[src/rtl/see_arb_pkg.sv]
// Types and defaults shared by the see_arb slice and its consumer (blockC).
// seeSt_t is the payload carried on every see-stream beat.
package see_arb_pkg;

  localparam int SEE_ARB_DEPTH_DEF = 2;
  localparam int SEE_ARB_CNT_W_DEF = 16;

  typedef struct packed {
    logic [3:0]  kind;
    logic [27:0] payload;
  } seeSt_t;

  typedef enum logic {
    SRC0 = 1'b0,
    SRC1 = 1'b1
  } srcId_t;

  function automatic srcId_t other_src(input srcId_t id);
    return (id == SRC0) ? SRC1 : SRC0;
  endfunction

endpackage

[src/rtl/rdy_vld_if.sv]
// Ready/valid handshake carrying one seeSt_t per accepted beat.
// 'src' drives vld/data, 'dst' drives rdy.
interface rdy_vld_if;
  import see_arb_pkg::*;

  logic   vld;
  logic   rdy;
  seeSt_t data;

  modport src (output vld, output data, input rdy);
  modport dst (input vld, input data, output rdy);

endinterface

[src/rtl/see_arb_fifo.sv]
// Small synchronous FIFO: registered count/pointers, head read straight from storage.
// Storage is not reset; the head is only meaningful while count_o != 0.
module see_arb_fifo
  import see_arb_pkg::*;
#(
  parameter int  DEPTH = SEE_ARB_DEPTH_DEF,
  parameter type T     = seeSt_t,
  localparam int PTR_W = $clog2(DEPTH),
  localparam int CNT_W = $clog2(DEPTH + 1)
) (
  input  logic             clk,
  input  logic             rst_n,
  input  logic             push_i,
  input  T                 data_i,
  input  logic             pop_i,
  output T                 head_o,
  output logic [CNT_W-1:0] count_o
);

  T                 mem_q [DEPTH];
  logic [PTR_W-1:0] wr_ptr_q, wr_ptr_d;
  logic [PTR_W-1:0] rd_ptr_q, rd_ptr_d;
  logic [CNT_W-1:0] count_q, count_d;

  function automatic logic [PTR_W-1:0] ptr_inc(input logic [PTR_W-1:0] p);
    return (p == PTR_W'(DEPTH - 1)) ? '0 : p + PTR_W'(1);
  endfunction

  always_comb begin
    wr_ptr_d = push_i ? ptr_inc(wr_ptr_q) : wr_ptr_q;
    rd_ptr_d = pop_i  ? ptr_inc(rd_ptr_q) : rd_ptr_q;
    count_d  = count_q;
    case ({push_i, pop_i})
      2'b10:   count_d = count_q + CNT_W'(1);
      2'b01:   count_d = count_q - CNT_W'(1);
      default: count_d = count_q;
    endcase
  end

  always_ff @(posedge clk or negedge rst_n) begin
    if (!rst_n) begin
      wr_ptr_q <= '0;
      rd_ptr_q <= '0;
      count_q  <= '0;
    end else begin
      wr_ptr_q <= wr_ptr_d;
      rd_ptr_q <= rd_ptr_d;
      count_q  <= count_d;
    end
  end

  always_ff @(posedge clk) begin
    if (push_i) mem_q[wr_ptr_q] <= data_i;
  end

  assign head_o  = mem_q[rd_ptr_q];
  assign count_o = count_q;

endmodule

[src/rtl/see_arb.sv]
// Round-robin merge of two rdy/vld producers into the registered 'see' stream.
// Producer rdy depends only on registered FIFO occupancy, never on see.rdy.
module see_arb
  import see_arb_pkg::*;
#(
  parameter int DEPTH = SEE_ARB_DEPTH_DEF,
  parameter int CNT_W = SEE_ARB_CNT_W_DEF
) (
  input  logic             clk,
  input  logic             rst_n,
  rdy_vld_if.dst           src0,
  rdy_vld_if.dst           src1,
  rdy_vld_if.src           see,
  output logic [CNT_W-1:0] acc_cnt0,
  output logic [CNT_W-1:0] acc_cnt1
);

  localparam int FCNT_W = $clog2(DEPTH + 1);

  logic [FCNT_W-1:0] fifo_count;
  seeSt_t            fifo_head;
  seeSt_t            push_data;
  logic              space;
  logic              gnt_vld;
  srcId_t            gnt_id;
  logic              push;
  logic              pop;

  srcId_t            rr_last_q, rr_last_d;
  logic [CNT_W-1:0]  acc_cnt0_q, acc_cnt0_d;
  logic [CNT_W-1:0]  acc_cnt1_q, acc_cnt1_d;

  function automatic logic [CNT_W-1:0] sat_inc(input logic [CNT_W-1:0] c);
    return (&c) ? c : c + CNT_W'(1);
  endfunction

  // rst_n gates space so neither producer sees rdy while reset is held.
  assign space = rst_n && (fifo_count < FCNT_W'(DEPTH));

  always_comb begin
    gnt_vld = 1'b0;
    gnt_id  = SRC0;
    if (space) begin
      if (src0.vld && src1.vld) begin
        gnt_vld = 1'b1;
        gnt_id  = other_src(rr_last_q);
      end else if (src0.vld) begin
        gnt_vld = 1'b1;
        gnt_id  = SRC0;
      end else if (src1.vld) begin
        gnt_vld = 1'b1;
        gnt_id  = SRC1;
      end
    end
  end

  assign src0.rdy  = gnt_vld && (gnt_id == SRC0);
  assign src1.rdy  = gnt_vld && (gnt_id == SRC1);
  assign push      = gnt_vld;
  assign push_data = (gnt_id == SRC0) ? src0.data : src1.data;
  assign pop       = see.vld && see.rdy;

  always_comb begin
    rr_last_d  = push ? gnt_id : rr_last_q;
    acc_cnt0_d = (push && gnt_id == SRC0) ? sat_inc(acc_cnt0_q) : acc_cnt0_q;
    acc_cnt1_d = (push && gnt_id == SRC1) ? sat_inc(acc_cnt1_q) : acc_cnt1_q;
  end

  // rr_last resets to SRC1 so SRC0 wins the first contention.
  always_ff @(posedge clk or negedge rst_n) begin
    if (!rst_n) begin
      rr_last_q  <= SRC1;
      acc_cnt0_q <= '0;
      acc_cnt1_q <= '0;
    end else begin
      rr_last_q  <= rr_last_d;
      acc_cnt0_q <= acc_cnt0_d;
      acc_cnt1_q <= acc_cnt1_d;
    end
  end

  see_arb_fifo #(
    .DEPTH (DEPTH),
    .T     (seeSt_t)
  ) u_fifo (
    .clk     (clk),
    .rst_n   (rst_n),
    .push_i  (push),
    .data_i  (push_data),
    .pop_i   (pop),
    .head_o  (fifo_head),
    .count_o (fifo_count)
  );

  assign see.vld  = (fifo_count != '0);
  assign see.data = fifo_head;
  assign acc_cnt0 = acc_cnt0_q;
  assign acc_cnt1 = acc_cnt1_q;

endmodule

[src/flat_wrapper.sv]
// flat-port wrapper written by rule: the top's interface ports become plain ports
module see_arb_flat import see_arb_pkg::*;
#(
  parameter int DEPTH = SEE_ARB_DEPTH_DEF,
  parameter int CNT_W = SEE_ARB_CNT_W_DEF
)
  (clk, rst_n, acc_cnt0, acc_cnt1, src0_vld, src0_data, src0_rdy, src1_vld, src1_data, src1_rdy, see_vld, see_data, see_rdy);
  rdy_vld_if src0_i ();
  rdy_vld_if src1_i ();
  rdy_vld_if see_i ();
  input  logic clk;
  input  logic rst_n;
  output logic [CNT_W-1:0] acc_cnt0;
  output logic [CNT_W-1:0] acc_cnt1;
  input wire logic [$bits(src0_i.vld)-1:0] src0_vld;
  input wire logic [$bits(src0_i.data)-1:0] src0_data;
  output wire logic [$bits(src0_i.rdy)-1:0] src0_rdy;
  input wire logic [$bits(src1_i.vld)-1:0] src1_vld;
  input wire logic [$bits(src1_i.data)-1:0] src1_data;
  output wire logic [$bits(src1_i.rdy)-1:0] src1_rdy;
  output wire logic [$bits(see_i.vld)-1:0] see_vld;
  output wire logic [$bits(see_i.data)-1:0] see_data;
  input wire logic [$bits(see_i.rdy)-1:0] see_rdy;
  assign src0_i.vld = src0_vld;
  assign src0_i.data = src0_data;
  assign src0_rdy = src0_i.rdy;
  assign src1_i.vld = src1_vld;
  assign src1_i.data = src1_data;
  assign src1_rdy = src1_i.rdy;
  assign see_vld = see_i.vld;
  assign see_data = see_i.data;
  assign see_i.rdy = see_rdy;
  see_arb #(.DEPTH(DEPTH), .CNT_W(CNT_W)) u_core (.clk(clk), .rst_n(rst_n), .src0(src0_i), .src1(src1_i), .see(see_i), .acc_cnt0(acc_cnt0), .acc_cnt1(acc_cnt1));
endmodule
[config.mk]
export PLATFORM = sky130hd
export DESIGN_NAME = see_arb_flat
export DESIGN_NICKNAME = d
export VERILOG_FILES = /design/src/rtl/see_arb_pkg.sv /design/src/rtl/rdy_vld_if.sv /design/src/rtl/see_arb_fifo.sv /design/src/rtl/see_arb.sv /design/src/flat_wrapper.sv
export SDC_FILE = /design/constraint.sdc
export NUM_CORES = 1
export LEC_CHECK = 0
export BUFFER_PORTS_ARGS = -buffer_cell sky130_fd_sc_hd__buf_2
export CAP_MARGIN = 40
export CORE_MARGIN = 2
export CORE_UTILIZATION = 36
export DETAILED_ROUTE_END_ITERATION = 12
export GPL_ROUTABILITY_DRIVEN = 0
export PLACE_DENSITY = 0.68
export SLEW_MARGIN = 30
export SYNTH_ARGS = -nofsm -noshare
export SYNTH_HDL_FRONTEND = slang
export SYNTH_HIERARCHICAL = 1
export SYNTH_SLANG_ARGS = --single-unit
[constraint.sdc]
create_clock -name clk -period 7.2 [get_ports clk]
set_input_delay 1.44 -clock clk [delete_from_list [all_inputs] [get_ports clk]]
set_output_delay 1.44 -clock clk [all_outputs]
set_load 0.005 [all_outputs]
==> metrics <==
CP cell instances buf_4, nor2b_1, nand3_1, buf_4, inv_2, buf_2; post-synthesis mux area share 11.1%; Synth Area in Compound Gates 2.20%; synth unique cells 50; fraction of the yosys area taken by sequential cells 59.7%; Fin. Hold Viols 0; synthesized area 0.00477 sq mm; total die area 0.0142 sq mm; layout cells sized above 1 39.3%; CP top delay family buffers and inverters; main combinational cell family by area after synthesis simple AND/OR/NAND/NOR gates; largest cells by area after synthesis edfxtp_1 (40%), dfrtp_1 (19%), mux2_4 (9.4%); die height 119 um; worst setup path class in2out; Total Routing Usage GR 14.3%; highest ir drop seen on vdd 126 uV; CTS Buf Count 9; Max Buffers Root-to-Sink 2; Pleak 2.70 nW; synth warn 6; setup TNS 0 ns; max_cap viols 0; die width 119 um; # setup viols final 0; via count 3309; GR Overflow Total 0; peak fanout along the critical path 39; vias in the first global route 3269; drt first pass iters 5; Synth top area share 40.3%; io pins 136; initial antenna violation count 0; XOR/XNOR Fraction of Synth Area 5.69%; nets 589; outcome complete, no violations; Slowest Stage Delay on Critical Path 0.50 ns; Routed Antenna Nets 0; clk_lat worst skew 0.34 ns; CTS tree yes; CTS root buffer clkbuf_16; clock sink count 101; Initial Utilization 36.5%; routed wire length 10100 um; Critical Path RT 5.76 ns; CP arrival 3.44 ns; syn_nets 453; Tmin final 4.88 ns; CTS clk-pin slew, worst paths 0.07 ns; design area 0.00589 sq mm; Max Freq 0.205 GHz; core footprint 0.0131 sq mm; via/cell ratio 4.74; Post-Syn Instances 381; RSZ-0062 raised after global routing false; FP Rows 42; placed cell area 0.00561 sq mm; Worst Setup End Kind primary output; first-pass GRT wire length 16000 um; Slew HR 57.6%; Yosys reg bits 101; CP Buf/Inv Count 4; H-tree levels 3; most used cell, CP buf_4; Ant. Diodes 0; worst-margin pin slew 0.636 ns; Synth Area per Inst 12.5 sq um; Post-CTS Hold Buffers 0; PD cells 304 mW/mm^2; Final period util 67.7%; final setup skew 0.00428 ns; Slew Limit Fails 0; Residual DRC 0; Post-CTS Resized 0; dpl hpwl 6950 um; Post-Synth Simple-Gate Area 17.5%; Area Growth Syn to Fin 23.5%; Buffers on Ports 135; Adder-Cell Fraction of Synth Area 0.787%; largest net degree at the start of global routing 40; DR WL/cell 14.4 um; Post-CTS Repair Setup Buffers 0; DR iter-0 viols 147; largest area contributor in the netlist edfxtp_1; critical path startpoint category input port; CP max stage cell inv_2; worst hold path type reg2reg
[metal layers]
metal / share of wire, % / track usage [%]
met5: 0 / 0
met1: 45 / 17.8
met2: 47 / 24.3
met3: 5.6 / 3.11
met4: 1.7 / 5.58
[path summary, 6_finish.rpt]
path	from	endpoint	slack [ns]	depth (start not counted)
min in group asynchronous	rst_n	u_core/acc_cnt0[14]$_DFFE_PN0P_	1.06	1
worst max register to register	u_core/u_fifo/count_o[1]$_DFFE_PN0P_	u_core/acc_cnt1[1]$_DFFE_PN0P_	4.82	6
worst max-delay path	rst_n	src1_rdy	2.32	6
worst min-delay path	u_core/acc_cnt0[15]$_DFFE_PN0P_	u_core/acc_cnt0[15]$_DFFE_PN0P_	0.49	1
max in group asynchronous	rst_n	u_core/u_fifo/rd_ptr_q$_DFFE_PN0P_	5.76	1
worst min register to register	u_core/acc_cnt0[15]$_DFFE_PN0P_	u_core/acc_cnt0[15]$_DFFE_PN0P_	0.49	1
[cell type report]
cell class / count / area [sq um]
sequential: 101 / 2850
fill: 1217 / 7190
inverter: 9 / 33.8
timing repair buffer: 138 / 721
multi-input combinational: 258 / 1780
clock inverter: 7 / 56.3
tap: 176 / 220
clock buffer: 9 / 225
[cell usage after synthesis, drive strengths merged]
cell     number
nor4         11
a22o          1
and2          3
a21bo         1
buf           9
xor2         18
o211ai        1
nand2       105
mux2i         1
xnor2        13
or3           3
nand3b        1
inv           9
a211oi        3
nor3b         1
nor3          6
o21a          1
o31ai         1
a21oi         2
nand2b        1
a2111oi       1
dfstp         1
or2           2
and4          3
ha            3
nand4         9
and3          5
or4           1
nand3        14
clkbuf        4
nor2b         2
mux2         36
a31oi         1
nor2          5
a21boi        1
nor4bb        1
dfrtp        36
edfxtp       64
o2111ai       1
[through the flow]
step / util [%] / std cells / power, W / hold slack (ns) / setup slack, ns
2_1_floorplan: - / 381 / 0.00118 / 0.454 / 3.46
3_3_place_gp: 42.6 / 681 / 0.00134 / 0.476 / 2.05
3_5_place_dp: 42.9 / 682 / 0.00136 / 0.481 / 1.93
4_1_cts: 45.0 / 698 / 0.00182 / 0.494 / 1.93
5_1_grt: 45.0 / 698 / 0.00190 / 0.515 / 2.03
6_report: 45.0 / 698 / 0.00179 / 0.491 / 2.32
[state kept, by name, summed over array words and instances (netlist names)]
signal,flops
u_core/acc_cnt0,16
u_core/acc_cnt1,16
u_core/rr_last_q,1
u_core/u_fifo/count_o,2
u_core/u_fifo/mem_q,64
u_core/u_fifo/rd_ptr_q,1
u_core/u_fifo/wr_ptr_q,1
[power by group]
| group | internal, W | total [W] | switching, W |
|---|---|---|---|
| logic | 0.000273 | 0.000484 | 0.000211 |
| clock network | 0.000239 | 0.000455 | 0.000216 |
| registers | 0.000741 | 0.000852 | 0.000111 |
| total | 0.00125 | 0.00179 | 0.000539 |
[layout by cell type (no fill, tap or decap), types with 2 or more instances in the layout]
cell       instances
xor2_1            18
and3_1             3
nor4_1            11
and4_1             2
buf_4              3
dfrtp_1           35
nor3_1             5
nor2b_1            2
or3_1              3
mux2_4            30
nand3_1           14
and3_2             2
nand4_1            7
a21oi_1            2
inv_6              3
or2_2              2
buf_2            134
ha_1               3
mux2_2             6
nor2_1             4
clkbuf_16          9
a211oi_1           3
edfxtp_1          64
nand2_1          105
and2_1             2
clkinv_4           2
xnor2_1           13
inv_1              8
[cell families (layout without fill, tap and decap cells)]
kind of cell    count (synthesis)  in the layout
compound gates                 14             14
buf+inv                        22            163
simple gates                  173            173
mux                            37             37
xor+xnor                       31             31
fa+ha+maj                       3              3
flops                         101            101
Power figures use the tool's default switching activity.
